[src/rtl/paint_dispense_seq.sv]
// rtl/paint_dispense_seq.sv - one-colour-at-a-time dispense sequencer driving the red/yellow/blue stepper enables
module paint_dispense_seq #(
    parameter int AMT_W     = 8,
    parameter int GAP_TICKS = 4
) (
    input  logic             clk,
    input  logic             rst,
    input  logic             tick,
    input  logic             start,
    input  logic             abort,
    input  logic             dir_in,
    input  logic [AMT_W-1:0] amt_r,
    input  logic [AMT_W-1:0] amt_y,
    input  logic [AMT_W-1:0] amt_b,
    output logic             en_red,
    output logic             en_yellow,
    output logic             en_blue,
    output logic             dir,
    output logic             busy,
    output logic             done
);

    localparam int GAP_W = (GAP_TICKS < 2) ? 1 : $clog2(GAP_TICKS + 1);
    localparam logic [AMT_W-1:0] STEP_ONE = AMT_W'(1);
    localparam logic [GAP_W-1:0] GAP_ONE  = GAP_W'(1);
    localparam logic [GAP_W-1:0] GAP_LOAD = GAP_W'(GAP_TICKS);

    typedef enum logic [2:0] {
        S_IDLE  = 3'd0,
        S_RUN_R = 3'd1,
        S_RUN_Y = 3'd2,
        S_RUN_B = 3'd3,
        S_GAP   = 3'd4,
        S_DONE  = 3'd5
    } state_t;

    state_t           state_q, state_d;
    logic [AMT_W-1:0] amt_r_q, amt_r_d;
    logic [AMT_W-1:0] amt_y_q, amt_y_d;
    logic [AMT_W-1:0] amt_b_q, amt_b_d;
    logic [AMT_W-1:0] step_q, step_d;
    logic [GAP_W-1:0] gap_q, gap_d;
    logic [1:0]       nxt_q, nxt_d;
    logic             dir_q, dir_d;
    logic             en_red_q, en_red_d;
    logic             en_yellow_q, en_yellow_d;
    logic             en_blue_q, en_blue_d;
    logic             busy_q, busy_d;
    logic             done_q, done_d;

    // Colour codes: 0 red, 1 yellow, 2 blue.
    logic             has_later;
    logic [1:0]       later_col;
    logic [1:0]       tgt_col;
    state_t           tgt_state;
    logic [AMT_W-1:0] tgt_amt;

    // Next nonzero colour after the one currently running, and the run
    // state/amount of whichever colour is about to be entered.
    always_comb begin
        has_later = 1'b0;
        later_col = 2'd0;
        case (state_q)
            S_RUN_R: begin
                if (amt_y_q != '0) begin
                    has_later = 1'b1;
                    later_col = 2'd1;
                end else if (amt_b_q != '0) begin
                    has_later = 1'b1;
                    later_col = 2'd2;
                end
            end
            S_RUN_Y: begin
                if (amt_b_q != '0) begin
                    has_later = 1'b1;
                    later_col = 2'd2;
                end
            end
            default: ;
        endcase

        tgt_col   = (state_q == S_GAP) ? nxt_q : later_col;
        tgt_state = S_RUN_R;
        tgt_amt   = amt_r_q;
        case (tgt_col)
            2'd1: begin
                tgt_state = S_RUN_Y;
                tgt_amt   = amt_y_q;
            end
            2'd2: begin
                tgt_state = S_RUN_B;
                tgt_amt   = amt_b_q;
            end
            default: begin
                tgt_state = S_RUN_R;
                tgt_amt   = amt_r_q;
            end
        endcase
    end

    always_comb begin
        state_d = state_q;
        amt_r_d = amt_r_q;
        amt_y_d = amt_y_q;
        amt_b_d = amt_b_q;
        step_d  = step_q;
        gap_d   = gap_q;
        nxt_d   = nxt_q;
        dir_d   = dir_q;

        case (state_q)
            S_IDLE: begin
                if (start) begin
                    amt_r_d = amt_r;
                    amt_y_d = amt_y;
                    amt_b_d = amt_b;
                    dir_d   = dir_in;
                    if (amt_r != '0) begin
                        state_d = S_RUN_R;
                        step_d  = amt_r;
                    end else if (amt_y != '0) begin
                        state_d = S_RUN_Y;
                        step_d  = amt_y;
                    end else if (amt_b != '0) begin
                        state_d = S_RUN_B;
                        step_d  = amt_b;
                    end else begin
                        state_d = S_DONE;
                    end
                end
            end
            S_RUN_R, S_RUN_Y, S_RUN_B: begin
                if (tick) begin
                    // Stop at 1 rather than 0 so the counter never wraps.
                    if (step_q == STEP_ONE) begin
                        if (!has_later) begin
                            state_d = S_DONE;
                        end else if (GAP_TICKS == 0) begin
                            state_d = tgt_state;
                            step_d  = tgt_amt;
                        end else begin
                            state_d = S_GAP;
                            gap_d   = GAP_LOAD;
                            nxt_d   = later_col;
                        end
                    end else begin
                        step_d = step_q - STEP_ONE;
                    end
                end
            end
            S_GAP: begin
                if (tick) begin
                    if (gap_q == GAP_ONE) begin
                        state_d = tgt_state;
                        step_d  = tgt_amt;
                    end else begin
                        gap_d = gap_q - GAP_ONE;
                    end
                end
            end
            S_DONE: begin
                state_d = S_IDLE;
            end
            default: begin
                state_d = S_IDLE;
            end
        endcase

        // Abort beats a same-cycle start: nothing gets latched.
        if (abort) begin
            state_d = S_IDLE;
            amt_r_d = amt_r_q;
            amt_y_d = amt_y_q;
            amt_b_d = amt_b_q;
            dir_d   = dir_q;
        end

        en_red_d    = (state_d == S_RUN_R);
        en_yellow_d = (state_d == S_RUN_Y);
        en_blue_d   = (state_d == S_RUN_B);
        busy_d      = (state_d == S_RUN_R) || (state_d == S_RUN_Y) ||
                      (state_d == S_RUN_B) || (state_d == S_GAP);
        done_d      = (state_d == S_DONE);
    end

    always_ff @(posedge clk) begin
        if (rst) begin
            state_q     <= S_IDLE;
            amt_r_q     <= '0;
            amt_y_q     <= '0;
            amt_b_q     <= '0;
            step_q      <= '0;
            gap_q       <= '0;
            nxt_q       <= 2'd0;
            dir_q       <= 1'b0;
            en_red_q    <= 1'b0;
            en_yellow_q <= 1'b0;
            en_blue_q   <= 1'b0;
            busy_q      <= 1'b0;
            done_q      <= 1'b0;
        end else begin
            state_q     <= state_d;
            amt_r_q     <= amt_r_d;
            amt_y_q     <= amt_y_d;
            amt_b_q     <= amt_b_d;
            step_q      <= step_d;
            gap_q       <= gap_d;
            nxt_q       <= nxt_d;
            dir_q       <= dir_d;
            en_red_q    <= en_red_d;
            en_yellow_q <= en_yellow_d;
            en_blue_q   <= en_blue_d;
            busy_q      <= busy_d;
            done_q      <= done_d;
        end
    end

    assign en_red    = en_red_q;
    assign en_yellow = en_yellow_q;
    assign en_blue   = en_blue_q;
    assign dir       = dir_q;
    assign busy      = busy_q;
    assign done      = done_q;

endmodule
[config.mk]
export PLATFORM = sky130hd
export DESIGN_NAME = paint_dispense_seq
export DESIGN_NICKNAME = d
export VERILOG_FILES = /design/src/rtl/paint_dispense_seq.sv
export SDC_FILE = /design/constraint.sdc
export NUM_CORES = 1
export LEC_CHECK = 0
export BUFFER_PORTS_ARGS = -buffer_cell sky130_fd_sc_hd__buf_2
export CORE_MARGIN = 5
export CORE_UTILIZATION = 45
export CTS_CLUSTER_DIAMETER = 30
export DETAILED_ROUTE_END_ITERATION = 12
export PLACE_DENSITY = 0.72
export SLEW_MARGIN = 20
export SYNTH_ARGS = -nofsm -noshare
export SYNTH_HDL_FRONTEND = slang
export SYNTH_SLANG_ARGS = --single-unit
[constraint.sdc]
create_clock -name clk -period 6 [get_ports clk]
set_input_delay 0 -clock clk [delete_from_list [all_inputs] [get_ports clk]]
set_output_delay 0 -clock clk [all_outputs]
set_load 0.02 [all_outputs]
==> summary.md <==
| Metric | Value |
|---|---|
| Status | `completed` |
| Final setup margin | `2.96 ns` |
| Clock root buffer | `clkbuf_8` |
| Yosys Warn Count | `0` |
| Clock Sinks | `46` |
| Clk pwr share | `0.383` |
| DP HPWL | `about 5300 um` |
| Die Wd | `85.3 um` |
| CTS Buf Count | `5` |
| WL/cell | `16.2 um` |
| PnR Total Power | `between 700 and 800 uW` |
| Port buffer count | `35` |
| Crit path DAT | `roughly 3.2 ns` |
| Internal | `approximately 550 uW` |
| Worst-case clock skew | `0.00370 ns` |
| Yosys top cell area share | `0.361` |
| Area contributors post-synth | `dfxtp_1 (36%), nand2_1 (9.6%), a21oi_1 (7.8%), a22oi_1 (4.4%), nor2_1 (4.3%)` |
| Fin util | `0.568` |
| Commonest non-fill, non-tap cell in the layout | `nand2_1` |
| Clk slew on worst S/H paths | `~0.080 ns` |
| Die H | `85.3 um` |
| P_leak | `about 0.0012 uW` |
| M1 wire length | `~3300 um` |
| PD cells | `around 240 mW/mm^2` |
| Syn Std Cell Area | `about 0.0026 mm^2` |
| Gr usage total | `0.211` |
| N_diodes | `0` |
| # rows | `27` |
| Pre-CTS WS | `3.04 ns` |
| Crit-path max cell delay | `slightly below 0.6 ns` |
| Full die area | `0.00728 mm^2` |
| Met2 Wirelength | `between 3000 and 4000 um` |
| Vias | `roughly 2600` |
| WL met3 | `approximately 430 um` |
| Pre-antenna DRT Iters | `5` |
| Post-synth ARST share | `0` |
| Gr ovfl total | `0` |
| Final Hold Vio Count | `0` |
| Post_cts resized | `0` |
| Top routing layer in use | `met4` |
| Crit. End Element | `register` |
| Post-Route Setup TNS | `0 ns` |
| CTS tree | `built` |
| Syn Nets | `368` |
| Slew Limit Fails | `0` |
| Data required, critical path | `6.20 ns` |
| Layout net count | `417` |
| Slew margin rel. | `0.422` |
| Cells after synthesis | `approximately 330` |
| Comb pwr share | `0.169` |
| DRC Markers | `0` |
| I/O pin count | `36` |
| Peak VDD IR | `0.134 mV` |
| Final setup fails | `0` |
| Post-synthesis sequential area ratio | `0.361` |
| Unrepaired setup endpoints after global routing | `no` |
| Yosys cell types | `just over 50` |
| H-tree depth | `2` |
| Vias in the first global route | `2573` |
| Worst Setup Start Kind | `register` |
| Commonest cells after routing, fill and taps aside | `nand2_1 (65), dfxtp_1 (46), a21oi_1 (40)` |
| Initial antenna violation count | `0` |
| Syn avg cell area | `~7.7 um^2` |
| Ratio of cells with drive above 1 in the final layout | `0.168` |
| Total area of sequential cells | `~920 um^2` |
| Largest net degree at the start of global routing | `45` |
| Filler cell count | `519` |
| Post-layout min period | `3.04 ns` |
| First-pass GRT wire length | `12500 um` |
| Worst path slowest cell | `ha_1` |
| Crit path kind | `register to register` |
| Vias per inst | `5.70` |
| FMAX | `0.329 GHz` |
| Prevailing post-synth register cell | `dfxtp_1` |
| Worst hold path type | `primary input to register` |
| Post-synth EDFFs | `0` |
| Initial core utilization | `0.464` |
| Placer Congestion | `0.911` |
| Final Cycle Share | `0.507` |
| Area Overhead vs Synth | `22.6%` |
| Seq pwr share | `0.449` |
| Synth area leader | `dfxtp_1` |
| Routed WL | `7320 um` |
| Longest Clk Path Bufs | `2` |
| Core Footprint | `0.00551 mm^2` |
| Initial DRC Count | `around 220` |
| Worst slew pin tran | `0.866 ns` |
| Synth Register Bits | `46` |
| Sw power | `194 uW` |
| Max-Cap Viols | `0` |
| Post-CTS setup buffer count | `0` |
| CP max FO | `17` |
| Area occupied by multi-input gates | `0.00151 mm^2` |
| Net Sw Frac | `0.259` |
| Final ANT Viol Nets | `0` |
| Clock insertion delay at the later pin of the skew report | `about 0.30 ns` |
| Crit path cell chain | `nor2_1, and2_1, a21oi_1, ha_1, nor3b_1, a22o_1, o21ai_0, o211ai_1, mux2_4` |
==> Yosys cell counts (2+ instances only) <==
cell / number
inv_1: 9
nand2_1: 65
o21ai_0: 21
dfxtp_1: 46
ha_1: 7
xnor2_1: 4
nand2b_1: 3
buf_6: 2
o21bai_1: 2
nor3b_1: 2
clkbuf_1: 15
mux2i_1: 3
o21a_1: 2
a311oi_1: 6
or2_2: 3
a22oi_1: 15
nor3_1: 9
nor4_1: 11
buf_2: 2
nor2_1: 29
a221oi_1: 2
xor2_1: 2
a21oi_1: 40
o211ai_1: 2
and2_1: 3
==> cells by family (layout without fill, tap and decap cells) <==
logic type / Yosys count / count (layout) / synth area share
and+or+nand+nor: 136 / 136 / 0.253
AOI/OAI and AO/OA: 104 / 104 / 0.265
DFF: 46 / 46 / 0.361
buffers and inverters: 28 / 78 / 0.0480
adders and majority gates: 7 / 7 / 0.0343
xor gates and xnor gates: 6 / 6 / 0.0206
muxes: 4 / 4 / 0.0176
==> final cells by class <==
cell class              count  area share
inverters                   9      0.0108
well taps                  72      0.0288
repair buffers             61       0.138
multi-input cells         257       0.482
flip-flops and latches     46       0.294
clock inverters             2      0.0192
clock buffers               6      0.0264
==> path summary, 6_finish.rpt <==
| check | start | endpoint | slack (ns) | cells past startpoint |
|---|---|---|---|---|
| setup / recovery | state_q[1] | busy | 2.96 | 9 |
| hold / removal | abort | en_red | 0.06 | 3 |
| setup reg to reg | state_q[1] | busy | 2.96 | 9 |
| hold reg to reg | amt_r_q[4] | amt_r_q[4] | 0.46 | 2 |
==> routing by layer <==
metal	global-route usage	vias up
met5	0	-
met4	0.0748	0
met3	0.0544	20
met2	0.338	102
met1	0.272	1191
li1	-	1270
==> power groups by stage <==
stage                     Combinational (uW)  Sequential (uW)  Clock (uW)
final                                    126              335         286
after global routing                     140              337         303
after CTS                                124              335         290
after detailed placement                 112              342           0
after global placement                   111              341           0
after floorplan                         79.1              339           0
==> timing repair <==
item | in CTS | in global routing
setup endpoints to repair | 0 | 0
endpoints found under the hold margin | 25 | 0
hold buffers | 25 | 0
==> worst max-delay path: cells and delay by family (launching register included) <==
family          cells  cell delay, ns
mux                 1            0.31
flops               1            0.39
simple gates        3            0.91
fa+ha+maj           1            0.59
compound gates      4            0.74
==> metrics by stage <==
| stage | instance area (um^2) | std cells | hold slack, ns |
|---|---|---|---|
| after CTS | 3130 | 453 | 0.0403 |
| after global placement | 2740 | 420 | 0.243 |
| final | 3130 | 453 | 0.0553 |
| after detailed placement | 2740 | 420 | 0.244 |
| after global routing | 3130 | 453 | 0.0473 |
| after floorplan | 2550 | 331 | 0.136 |
==> flip-flops by register name (all words and copies together) (netlist names), 2 cells and up <==
name / count
amt_r_q: 8
step_q: 8
amt_b_q: 8
gap_q: 3
amt_y_q: 8
nxt_q: 2
state_q: 3
Note: power is estimated with default switching activity, not from simulation.
